[config.mk]
export PLATFORM = sky130hd
export DESIGN_NAME = ov7670_capture_param
export DESIGN_NICKNAME = d
export VERILOG_FILES = /design/src/rtl/ov7670_cap_pkg.sv /design/src/rtl/ov7670_byte_pack.sv /design/src/rtl/ov7670_capture_param.sv
export SDC_FILE = /design/constraint.sdc
export NUM_CORES = 1
export LEC_CHECK = 0
export ABC_AREA = 0
export CORE_MARGIN = 5
export CORE_UTILIZATION = 40
export CTS_BUF_LIST = sky130_fd_sc_hd__clkbuf_4 sky130_fd_sc_hd__clkbuf_8 sky130_fd_sc_hd__clkbuf_16
export DETAILED_ROUTE_END_ITERATION = 6
export PLACE_DENSITY = 0.71
export SETUP_SLACK_MARGIN = 0.05
export SLEW_MARGIN = 20
export SYNTH_ARGS = -nofsm -noshare
export SYNTH_HDL_FRONTEND = slang
export SYNTH_SLANG_ARGS = --single-unit
[constraint.sdc]
create_clock -name pclk -period 2.8 [get_ports pclk]
set_input_delay 0.56 -clock pclk [delete_from_list [all_inputs] [get_ports pclk]]
set_output_delay 0.56 -clock pclk [all_outputs]
set_load 0.02 [all_outputs]
[src/rtl/ov7670_cap_pkg.sv]
// Shared types and the byte-pair to 12-bit pixel conversion for the OV7670 capture path.
package ov7670_cap_pkg;

  typedef enum logic {WAIT_FRAME, ACTIVE} cap_state_e;
  typedef enum logic {MODE_RGB565, MODE_YUV_Y} cap_mode_e;

  // YUYV keeps only the luma byte; the chroma byte arrives as b1 and is dropped.
  function automatic logic [11:0] to_pix444(input logic [7:0] b0, input logic [7:0] b1,
                                            input cap_mode_e mode);
    if (mode == MODE_YUV_Y) return {b0[7:4], b0[7:4], b0[7:4]};
    return {b0[7:4], b0[2:0], b1[7], b1[4:1]};
  endfunction

endpackage

[src/rtl/ov7670_byte_pack.sv]
// Pairs camera bytes into pixels; pix_valid is high in the cycle the second byte is on d.
module ov7670_byte_pack
  import ov7670_cap_pkg::*;
(
  input  logic        pclk,
  input  logic        rst_n,
  input  logic        en,
  input  logic        href,
  input  logic [7:0]  d,
  input  logic        mode,
  output logic        pix_valid,
  output logic [11:0] pix
);

  logic       phase;
  logic [7:0] b0;

  // Phase realigns on every href low, so a trailing odd byte never pairs with the next line.
  always_ff @(posedge pclk or negedge rst_n) begin
    if (!rst_n) begin
      phase <= 1'b0;
      b0    <= '0;
    end else if (en && href) begin
      phase <= ~phase;
      if (!phase) b0 <= d;
    end else begin
      phase <= 1'b0;
    end
  end

  assign pix_valid = en && href && phase;
  assign pix       = to_pix444(b0, d, cap_mode_e'(mode));

endmodule

[src/rtl/ov7670_capture_param.sv]
// OV7670 capture front end: frame FSM, decimation, write addressing and frame/line status.
// state      | meaning
// WAIT_FRAME | idle in blanking or after reset; waits for a vsync falling edge
// ACTIVE     | capturing pixels of the current frame until vsync rises
module ov7670_capture_param
  import ov7670_cap_pkg::*;
#(
  parameter int N_COLS = 640,
  parameter int N_ROWS = 480,
  parameter int DECIM  = 1,
  parameter int ADDR_W = $clog2((N_COLS/DECIM)*(N_ROWS/DECIM))
) (
  input  logic              pclk,
  input  logic              rst_n,
  input  logic              vsync,
  input  logic              href,
  input  logic [7:0]        d,
  input  logic              mode,
  output logic [ADDR_W-1:0] addr,
  output logic [11:0]       pixel,
  output logic              we,
  output logic              frame_done,
  output logic              line_err,
  output logic [7:0]        frame_cnt
);

  localparam int DEPTH  = (N_COLS/DECIM)*(N_ROWS/DECIM);
  localparam int COL_W  = $clog2(N_COLS+2);
  localparam int ROW_W  = $clog2(N_ROWS+2);
  localparam int BYTE_W = $clog2(2*N_COLS+2);
  localparam logic [COL_W-1:0]  COL_END  = COL_W'(N_COLS);
  localparam logic [ROW_W-1:0]  ROW_END  = ROW_W'(N_ROWS);
  localparam logic [ROW_W-1:0]  ROW_SAT  = ROW_W'(N_ROWS+1);
  localparam logic [BYTE_W-1:0] BYTE_END = BYTE_W'(2*N_COLS);
  localparam logic [BYTE_W-1:0] BYTE_SAT = BYTE_W'(2*N_COLS+1);
  localparam logic [ADDR_W-1:0] IDX_LAST = ADDR_W'(DEPTH-1);

  cap_state_e        state;
  cap_mode_e         mode_q;
  logic              vsync_q, href_q;
  logic [ADDR_W-1:0] wr_idx;
  logic [COL_W-1:0]  col;
  logic [ROW_W-1:0]  row;
  logic [BYTE_W-1:0] byte_cnt;
  logic              pix_valid;
  logic [11:0]       pix;

  ov7670_byte_pack u_pack (
    .pclk      (pclk),
    .rst_n     (rst_n),
    .en        (state == ACTIVE),
    .href      (href),
    .d         (d),
    .mode      (mode_q == MODE_YUV_Y),
    .pix_valid (pix_valid),
    .pix       (pix)
  );

  logic             vs_fall, vs_rise, href_fall, line_bad, err_next, keep, in_window;
  logic [ROW_W-1:0] row_next;

  // Line check and row advance are folded in before the frame-end decision.
  always_comb begin
    vs_fall   = vsync_q & ~vsync;
    vs_rise   = ~vsync_q & vsync;
    href_fall = href_q & ~href;
    line_bad  = href_fall && (byte_cnt != BYTE_END);
    err_next  = line_err | line_bad | (vs_rise & href);
    row_next  = (href_fall && row != ROW_SAT) ? row + 1'b1 : row;
    keep      = (DECIM == 2) ? (~col[0] & ~row[0]) : 1'b1;
    in_window = (col < COL_END) && (row < ROW_END);
  end

  always_ff @(posedge pclk or negedge rst_n) begin
    if (!rst_n) begin
      state      <= WAIT_FRAME;
      mode_q     <= MODE_RGB565;
      vsync_q    <= 1'b0;
      href_q     <= 1'b0;
      wr_idx     <= '0;
      col        <= '0;
      row        <= '0;
      byte_cnt   <= '0;
      addr       <= '0;
      pixel      <= '0;
      we         <= 1'b0;
      frame_done <= 1'b0;
      line_err   <= 1'b0;
      frame_cnt  <= '0;
    end else begin
      vsync_q    <= vsync;
      href_q     <= href;
      we         <= 1'b0;
      frame_done <= 1'b0;
      case (state)
        WAIT_FRAME: begin
          if (vs_fall) begin
            state    <= ACTIVE;
            mode_q   <= cap_mode_e'(mode);
            wr_idx   <= '0;
            addr     <= '0;
            col      <= '0;
            row      <= '0;
            byte_cnt <= '0;
            line_err <= 1'b0;
          end
        end
        ACTIVE: begin
          if (pix_valid) begin
            if (col != COL_END) col <= col + 1'b1;
            if (in_window && keep) begin
              we    <= 1'b1;
              addr  <= wr_idx;
              pixel <= pix;
              if (wr_idx != IDX_LAST) wr_idx <= wr_idx + 1'b1;
            end
          end
          if (href && byte_cnt != BYTE_SAT) byte_cnt <= byte_cnt + 1'b1;
          if (href_fall) begin
            col      <= '0;
            byte_cnt <= '0;
            row      <= row_next;
          end
          line_err <= err_next;
          if (vs_rise) begin
            frame_done <= 1'b1;
            state      <= WAIT_FRAME;
            if (!err_next && row_next == ROW_END) frame_cnt <= frame_cnt + 1'b1;
          end
        end
        default: state <= WAIT_FRAME;
      endcase
    end
  end

endmodule

==> Yosys cells after proc, flatten, opt, wreduce, memory -nomap -nowiden <==
Index checks and enable logic that the tools add are counted.
Widths: inputs -> output; s select.
{ "word_totals": {"ff_bits": 104, "in_bits": 13, "output_inout_bits": 42, "wordCells": 100} }
{ "classes": {"add_sub_neg": 5, "magnitude_cmp": 2, "n_eq_ne": 14, "mux": 35, "bitwise_logic": 11, "n_reduce_logical": 17} }
{ "ops": {"columns": ["cell", "n"], "rows": [
  ["$mux 19", 6],
  ["$pmux 19 s2", 2],
  ["$mux 10", 4],
  ["$mux 11", 3],
  ["$mux 9", 3],
  ["$mux 12", 2],
  ["$ne 11x11->1 const B", 2],
  ["$pmux 11 s2", 1],
  ["$pmux 10 s2", 1],
  ["$add 19x1->19 const B", 1],
  ["$ne 19x19->1 const B", 1],
  ["$pmux 9 s2", 1],
  ["$reduce_and 3->1", 4],
  ["$add 11x1->11 const B", 1],
  ["$add 10x1->10 const B", 1],
  ["$lt 10x10->1 const B", 1],
  ["$mux 1", 10],
  ["$ne 10x10->1 const B", 1],
  ["$add 9x1->9 const B", 1],
  ["$eq 9x9->1 const B", 1],
  ["$lt 9x9->1 const B", 1],
  ["$ne 3x1->1 const B", 3],
  ["$ne 9x9->1 const B", 1],
  ["$add 8x1->8 const B", 1],
  ["other kinds (10)", 31]
]} }

==> Longest topological paths before layout <==
Gate-level depths: netlist of the first run.
{ "depth": {"ltp_word": 8, "depth_mapped": 8, "ltp_nobuf": 8} }

==> Cells and area by module <==
A second synthesis of the first run with hierarchy kept.
{ "unflattened": {"cells_unflattened": 548, "area_unflattened_um2": 5113.7} }
{ "by_module_without_submodules": {"columns": ["module", "n_inst", "cells_per_inst", "area_each_um2", "seq_area_each_um2"], "rows": [
  ["ov7670_capture_param", 1, 505, 4685.7, 2377.3],
  ["ov7670_byte_pack", 1, 43, 427.9, 200.2]
]} }

==> Worst setup path after synthesis of the first run <==
Ideal clock, no wire load.
{ "synth_path": {"path_type": "input-to-reg", "start": "input href", "end": "register frame_cnt[1]", "setup_time_ns": 0.125, "arrival_time_ns": 2.270, "t_required_ns": 2.675, "setup_slack_ns": 0.405, "path_stages": 7, "n_path_buf": 1, "path_cell_list": "clkbuf_1 nand2b_1 a21oi_2 or3_4 a2111oi_4 nand2_2 mux2_4"} }
{ "synth_via": {"elab_chain_len": 8, "word_cells_on_any_way": 12, "cone_classes": "eq/ne (1); mux (1); bitwise (5); reduce/logical (5)"} }
{ "synth_rtl": {"columns": ["element", "line", "text"], "rows": [
  ["from (decl)", "ov7670_capture_param.sv:16", "input logic href,"],
  ["parallel branches: the longest is 6 deep, another holds $mux 9", null, null],
  ["$logic_and 1x1->1 *", "ov7670_capture_param.sv:128", "if (!err_next && row_next == ROW_END) frame_cnt <= frame_cnt + 1'b1;"],
  ["$reduce_and 3->1 (no source line) *", null, null],
  ["to (signal assigned)", "ov7670_capture_param.sv:128", null],
  ["to (decl)", "ov7670_capture_param.sv:24", "output logic [7:0] frame_cnt"]
]} }
Mark *: on every way between the ends.
A chain may end at the register's enable or synchronous reset.

==> Worst setup path in the final report of the first run <==
{ "layout_path": {"start": "register row[1]", "end": "register frame_cnt[3]"} }
{ "layout_via": {"elab_chain_len": 6, "word_cells_on_any_way": 7, "cone_classes": "add/sub (1); eq/ne (2); mux (1); reduce/logical (3)"} }
{ "layout_rtl": {"columns": ["element", "line", "text"], "rows": [
  ["from (decl)", "ov7670_capture_param.sv:43", "logic [ROW_W-1:0] row;"],
  ["from (signal assigned)", "ov7670_capture_param.sv:122", "row <= row_next;"],
  ["parallel branches: the longest is 2 deep, another holds $add 9x1->9", null, null],
  ["$mux 9 *", "ov7670_capture_param.sv:69", "row_next = (href_fall && row != ROW_SAT) ? row + 1'b1 : row;"],
  ["$eq 9x9->1 *", "ov7670_capture_param.sv:128", null],
  ["$logic_and 1x1->1 *", "ov7670_capture_param.sv:128", null],
  ["$reduce_and 3->1 (no source line) *", null, null]
]} }
Marked as above.

==> metrics.md, run 1 <==
| Metric | Value |
|---|---|
| Outcome | `finished, final reports clean` |
| Port Buffers | `54` |
| Crit path launch type | `flop` |
| Die span in x | `roughly 120 µm` |
| F_max | `0.424 GHz` |
| Dpl hpwl | `~7600 µm` |
| Drt drc | `0` |
| Fillers | `between 1000 and 1500` |
| IO Pins | `55` |
| Initial Util | `0.407` |
| Final core occ | `0.505` |
| Asr flop ratio synth | `1.00` |
| Max Transition Viols Final | `0` |
| Syn Nets | `between 500 and 600` |
| Final worst-path cycle share | `0.843` |
| CTS tree | `yes` |
| Reg2reg setup slack | `between 400 and 500 ps` |
| DRT Pass-1 Iters | `4` |
| Worst R2R Start | `row[1]` |
| ANT nets after route | `0` |
| Maximum root-to-sink buffer count | `2` |
| Initial antenna violation count | `0` |
| Post CTS Setup Buffer Count | `0` |
| Initial DRC count | `around 250` |
| Multi-input logic area | `0.00221 mm²` |
| Largest net degree at the start of global routing | `72` |
| #FFs+latches synth | `103` |
| Placer Congestion | `between 0.8 and 0.9` |
| CORE AREA | `0.0120 mm²` |
| Post-synth EDFFs | `0` |
| Crit path capture | `frame_cnt[3]` |
| Post-CTS Resized | `0` |
| Clock transition at the registers of the reported paths | `70 ps` |
| VDD IR max | `about 0.00055 V` |
| Setup-failing EPs final | `0` |
| Antenna Cells | `0` |
| Worst Skew | `just over 7 ps` |
| Setup tns final | `0 ps` |
| Setup crit end kind | `flop` |
| Sequential standard cell area | `between 0.002 and 0.003 mm²` |
| Nets | `between 600 and 700` |
| Largest cells by area after synthesis | `dfrtp_1 (53%), nand2_1 (8.6%), nand3_1 (4.6%), xor2_1 (4.3%), nor2_1 (3.8%)` |
| Post-Route WL | `approximately 11000 µm` |
| P_leak | `about 2.8 nW` |
| # H-tree levels | `3` |
| Gr usage total | `0.156` |
| Clk sink count | `between 100 and 150` |
| Critical Path Fanout Max | `7` |
| HP Class | `in -> async` |
| GRT overflow | `0` |
| CTS root buf | `clkbuf_16` |
| Share of cells above drive strength 1 | `0.0799` |
| Slew margin rel. | `0.648` |
| Ys Warns | `0` |
| Arr. time, crit path | `between 2000 and 3000 ps` |
| Wire length per cell | `around 15 µm` |
| Die Ht | `between 100 and 150 µm` |
| Sequential area share after synthesis | `0.527` |
| Worst hold slack | `143 ps` |
| P per Cell Area | `around 600 mW/mm²` |
| Tot Pwr | `between 3 and 4 mW` |
| Cell taking the most area after synthesis | `dfrtp_1` |
| Worst EP required | `a little over 3000 ps` |
| Mean area per synthesized cell | `9.53 µm²` |
| Hold_buf cts | `0` |
| Vias in the first global route | `3858` |
| Prevailing post-synth register cell | `dfrtp_1` |
| Row cnt | `40` |
| Via density | `5.25` |
| Die area | `around 0.015 mm²` |
| Clock Latency Late Sink | `approximately 350 ps` |
| Worst R2R Path Depth | `9` |
| First-pass GRT wire length | `18300 µm` |
| CTS buffer count | `9` |
| R2R Path End | `frame_cnt[3]` |
| Layout Area Growth over Synthesis | `24.0%` |
| Synth top area share | `0.527` |
| Mapped cell area | `~0.005 mm²` |
| Max-Cap Viols | `0` |
| RSZ-0062 raised after global routing | `false` |
| Worst-Margin Slew | `approximately 520 ps` |
| Minimum clock period | `2360 ps` |
| Final Hold Viols | `0` |
| Post-Synthesis Cells | `513` |
| DR vias | `~3900` |
| Critical path class | `reg -> reg` |
| Crit path launch | `row[1]` |
| Yosys cell types | `50` |
[cells by family (layout without fill, tap and decap cells)]
kind of cell / count (synthesis) / after routing / synth area share
DFF: 103 / 103 / 0.527
AOI/OAI and AO/OA: 55 / 55 / 0.0734
and+or+nand+nor: 268 / 268 / 0.260
xor gates and xnor gates: 40 / 40 / 0.0716
buffers and inverters: 27 / 102 / 0.0210
muxes: 11 / 11 / 0.0235
adders and majority gates: 9 / 9 / 0.0230
[cell usage after synthesis (4+ instances only)]
cell type	instances
mux2i_1	10
buf_1	4
and3_1	12
xor2_1	24
nand4_1	14
a21oi_1	10
xnor2_1	16
inv_1	10
ha_1	9
dfrtp_1	103
nand3_1	45
nand2_1	112
and2_1	5
o21ai_0	29
nor2_1	49
clkbuf_1	11
nor3_1	4
[critical path: stages (launching register included)]
cell and delay [ps]:
dfrtp_1 450, inv_1 90, ha_1 130, nor4b_4 260, a21oi_2 130, or3_4 350
a2111oi_4 390, buf_4 200, nand3_1 90, xnor2_1 150
[sequential cells by signal (all words and copies together), names as in the netlist, 7 cells and up]
| signal | cells |
|---|---|
| addr | 19 |
| wr_idx | 19 |
| pixel | 12 |
| byte_cnt | 11 |
| col | 10 |
| row | 9 |
| frame_cnt | 8 |
| u_pack.b0 | 7 |
[layer usage]
layer	vias up	wire length, µm	global-route usage
met5	-	0	0
met4	0	110	0.0390
met3	9	556	0.0482
met2	80	5160	0.259
met1	1870	4880	0.200
li1	1899	-	-
[cells in the final DEF, fill, tap and decap left out, types with 12 or more instances in the layout]
cell	instances
nor2_1	49
nand3_1	45
dfrtp_1	103
nand4_1	14
nand2_1	112
xnor2_1	16
xor2_1	24
clkdlybuf4s50_1	53
and3_1	12
o21ai_0	29
buf_4	20
[final cells by class]
type | instances | area share
multi-input combinational | 383 | 0.365
inverter | 11 | 0.00681
timing repair buffer | 75 | 0.119
tap | 147 | 0.0303
clock inverter | 7 | 0.0169
clock buffer | 9 | 0.0372
sequential | 103 | 0.425
[worst min path at each step]
stage | startpoint | cells past startpoint | to | slack, ps
floorplan | rst_n | 0 | addr[0] | 260
global placement | u_pack.b0[1] | 2 | u_pack.b0[1] | 460
detailed placement | pixel[10] | 2 | pixel[10] | 470
CTS | rst_n | 1 | pixel[2] | 150
global route | rst_n | 1 | pixel[2] | 160
finish | rst_n | 1 | pixel[7] | 140
[through the flow]
step,cell area (µm²),instances,worst slack (ps)
2_1_floorplan,4890,513,405
5_1_grt,6060,735,311
6_report,6060,735,440
3_3_place_gp,5730,719,110
4_1_cts,6060,735,428
3_5_place_dp,5730,719,93.2
[power by group]
| part | internal [mW] | total [mW] | switching [mW] |
|---|---|---|---|
| Sequential | 1.61 | 1.71 | 0.104 |
| Clock | 0.796 | 1.37 | 0.572 |
| Combinational | 0.255 | 0.565 | 0.311 |
Power figures use the tool's default switching activity.
==> run 2, diff against run 1 <==
==> constraint.sdc (replaced) <==
create_clock -name pclk -period 2.3 [get_ports pclk]
set_input_delay 0.46 -clock pclk [delete_from_list [all_inputs] [get_ports pclk]]
set_output_delay 0.46 -clock pclk [all_outputs]
set_load 0.02 [all_outputs]
==> metrics.md, run 2 (synthesis gave the netlist of run 1 again) <==
| Metric | Value |
|---|---|
| Sw frac | `0.276` |
| Nets | `630` |
| Setup crit end kind | `flop` |
| Gr usage total | `0.160` |
| Setup tns final | `0 ps` |
| Outcome | `finished, final reports clean` |
| Combinational fraction of design power | `0.166` |
| P per Cell Area | `between 700 and 800 mW/mm²` |
| DR vias | `roughly 4000` |
| Largest stage delay, worst path | `roughly 400 ps` |
| DRT Pass-1 Iters | `5` |
| Vias in the first global route | `approximately 3900` |
| Internal cell power | `roughly 3.2 mW` |
| Worst R2R Path Depth | `9` |
| CTS root buf | `clkbuf_16` |
| Post-route cell area | `~0.0062 mm²` |
| Clk sink count | `103` |
| Drt drc | `0` |
| Tot Pwr | `~4.4 mW` |
| VDD IR max | `0.000461 V` |
| Clock Latency Late Sink | `350 ps` |
| Largest regs | `addr (19), wr_idx (19), pixel (12)` |
| CTS tree | `yes` |
| Post-Route WL | `between 10000 and 15000 µm` |
| Sequential group share of total power | `0.473` |
| Worst R2R Start | `row[1]` |
| HP Class | `in -> async` |
| Slew margin rel. | `0.665` |
| CTS buffer count | `9` |
| # H-tree levels | `3` |
| P_leak | `around 3 nW` |
| Crit path launch type | `flop` |
| Max-Cap Viols | `0` |
| Worst hold slack | `18.1 ps` |
| Via density | `5.25` |
| Placer Congestion | `around 0.86` |
| Worst Skew | `~7.6 ps` |
| Worst EP required | `2540 ps` |
| Slowest cell on the critical path | `dfrtp_1` |
| Wire length per cell | `14.5 µm` |
| Minimum clock period | `2210 ps` |
| Crit path capture | `frame_cnt[5]` |
| Dpl cell area | `0.00590 mm²` |
| Final worst-path cycle share | `0.962` |
| First-pass GRT wire length | `around 19000 µm` |
| Die span in x | `121 µm` |
| Layout Area Growth over Synthesis | `27.6%` |
| Clock transition at the registers of the reported paths | `about 70 ps` |
| Critical Path Fanout Max | `6` |
| P_sw | `roughly 1.2 mW` |
| Largest net degree at the start of global routing | `54` |
| Commonest non-fill, non-tap cell in the layout | `nand2_1` |
| Max Transition Viols Final | `0` |
| GRT overflow | `0` |
| Critical path cell sequence | `inv_1, ha_1, nor4b_4, a21oi_2, or3_4, a2111oi_4, buf_4, nand3_1, xnor2_1` |
| F_max | `between 0.4 and 0.5 GHz` |
| Setup-failing EPs final | `0` |
| ANT nets after route | `0` |
| RSZ-0062 raised after global routing | `true` |
| CORE AREA | `between 0.01 and 0.015 mm²` |
| Worst-Margin Slew | `approximately 500 ps` |
| Clock power frac | `0.362` |
| Die area | `0.0145 mm²` |
| Final core occ | `0.519` |
| Antenna Cells | `0` |
| Row cnt | `40` |
| Maximum root-to-sink buffer count | `2` |
| Final Hold Viols | `0` |
| Critical path class | `reg -> reg` |
| Initial antenna violation count | `0` |
| Crit path launch | `row[1]` |
| Hold_buf cts | `0` |
| Dpl hpwl | `~7800 µm` |
| Die Ht | `121 µm` |
| IO Pins | `55` |
| Port Buffers | `54` |
| R2R Path End | `frame_cnt[5]` |
| Reg2reg setup slack | `between 80 and 90 ps` |
| Initial DRC count | `about 290` |
| Share of cells above drive strength 1 | `0.121` |
| Arr. time, crit path | `between 2000 and 2500 ps` |
| Most frequent cells in the layout | `nand2_1 (112), dfrtp_1 (103), clkdlybuf4s50_1 (53)` |
| Fillers | `~1100` |
| Initial Util | `0.407` |
run 2: worst min path at each step:
stage          start            to  slack [ps]  depth (start not counted)
2_1_floorplan  rst_n       addr[0]         160                          0
3_3_place_gp   rst_n      pixel[2]         390                          1
3_5_place_dp   rst_n      pixel[2]         400                          1
4_1_cts        rst_n      pixel[3]          10                          1
5_1_grt        rst_n  u_pack.b0[5]          30                          1
6_report       rst_n      pixel[6]          20                          1
run 2: area by class of cell:
cell class / count / area, µm² / share of cell area
repair buffers: 100 / 908 / 0.146
clock buffers: 10 / 239 / 0.0383
inverters: 11 / 41.3 / 0.00662
clock inverters: 6 / 72.6 / 0.0116
well taps: 147 / 184 / 0.0295
multi-input cells: 383 / 2220 / 0.355
flip-flops and latches: 103 / 2580 / 0.413
run 2: worst max-delay path, delay by kind of cell (launching register included):
| kind | cells | cell delay, ps |
|---|---|---|
| flops | 1 | 400 |
| simple gates | 3 | 690 |
| xor+xnor | 1 | 130 |
| buf+inv | 2 | 280 |
| fa+ha+maj | 1 | 150 |
| compound gates | 2 | 450 |
run 2: power by group through the flow:
| stage | Combinational (mW) | Sequential [mW] | Clock [mW] |
|---|---|---|---|
| final | 0.729 | 2.08 | 1.59 |
| after global routing | 0.802 | 2.10 | 1.72 |
| after CTS | 0.741 | 2.08 | 1.64 |
| after detailed placement | 0.730 | 2.11 | 0 |
| after global placement | 0.713 | 2.11 | 0 |
| after floorplan | 0.264 | 2.19 | 0 |
run 2: through the flow:
step,worst slack [ps],std cells
2_1_floorplan,42.0,513
3_3_place_gp,-162,741
4_1_cts,64.6,758
3_5_place_dp,-221,741
5_1_grt,-27.1,760
6_report,88.3,760
run 2: per-layer routing:
metal | track usage | part of all wire
met1 | 0.204 | 0.44
met2 | 0.267 | 0.49
met3 | 0.0472 | 0.055
met4 | 0.0446 | 0.012
met5 | 0 | 0
run 2: repair_timing:
item,CTS,global route
setup endpoints to repair,6,8
cloned,0,0
setup buffers,1,2
gates resized for setup,0,2
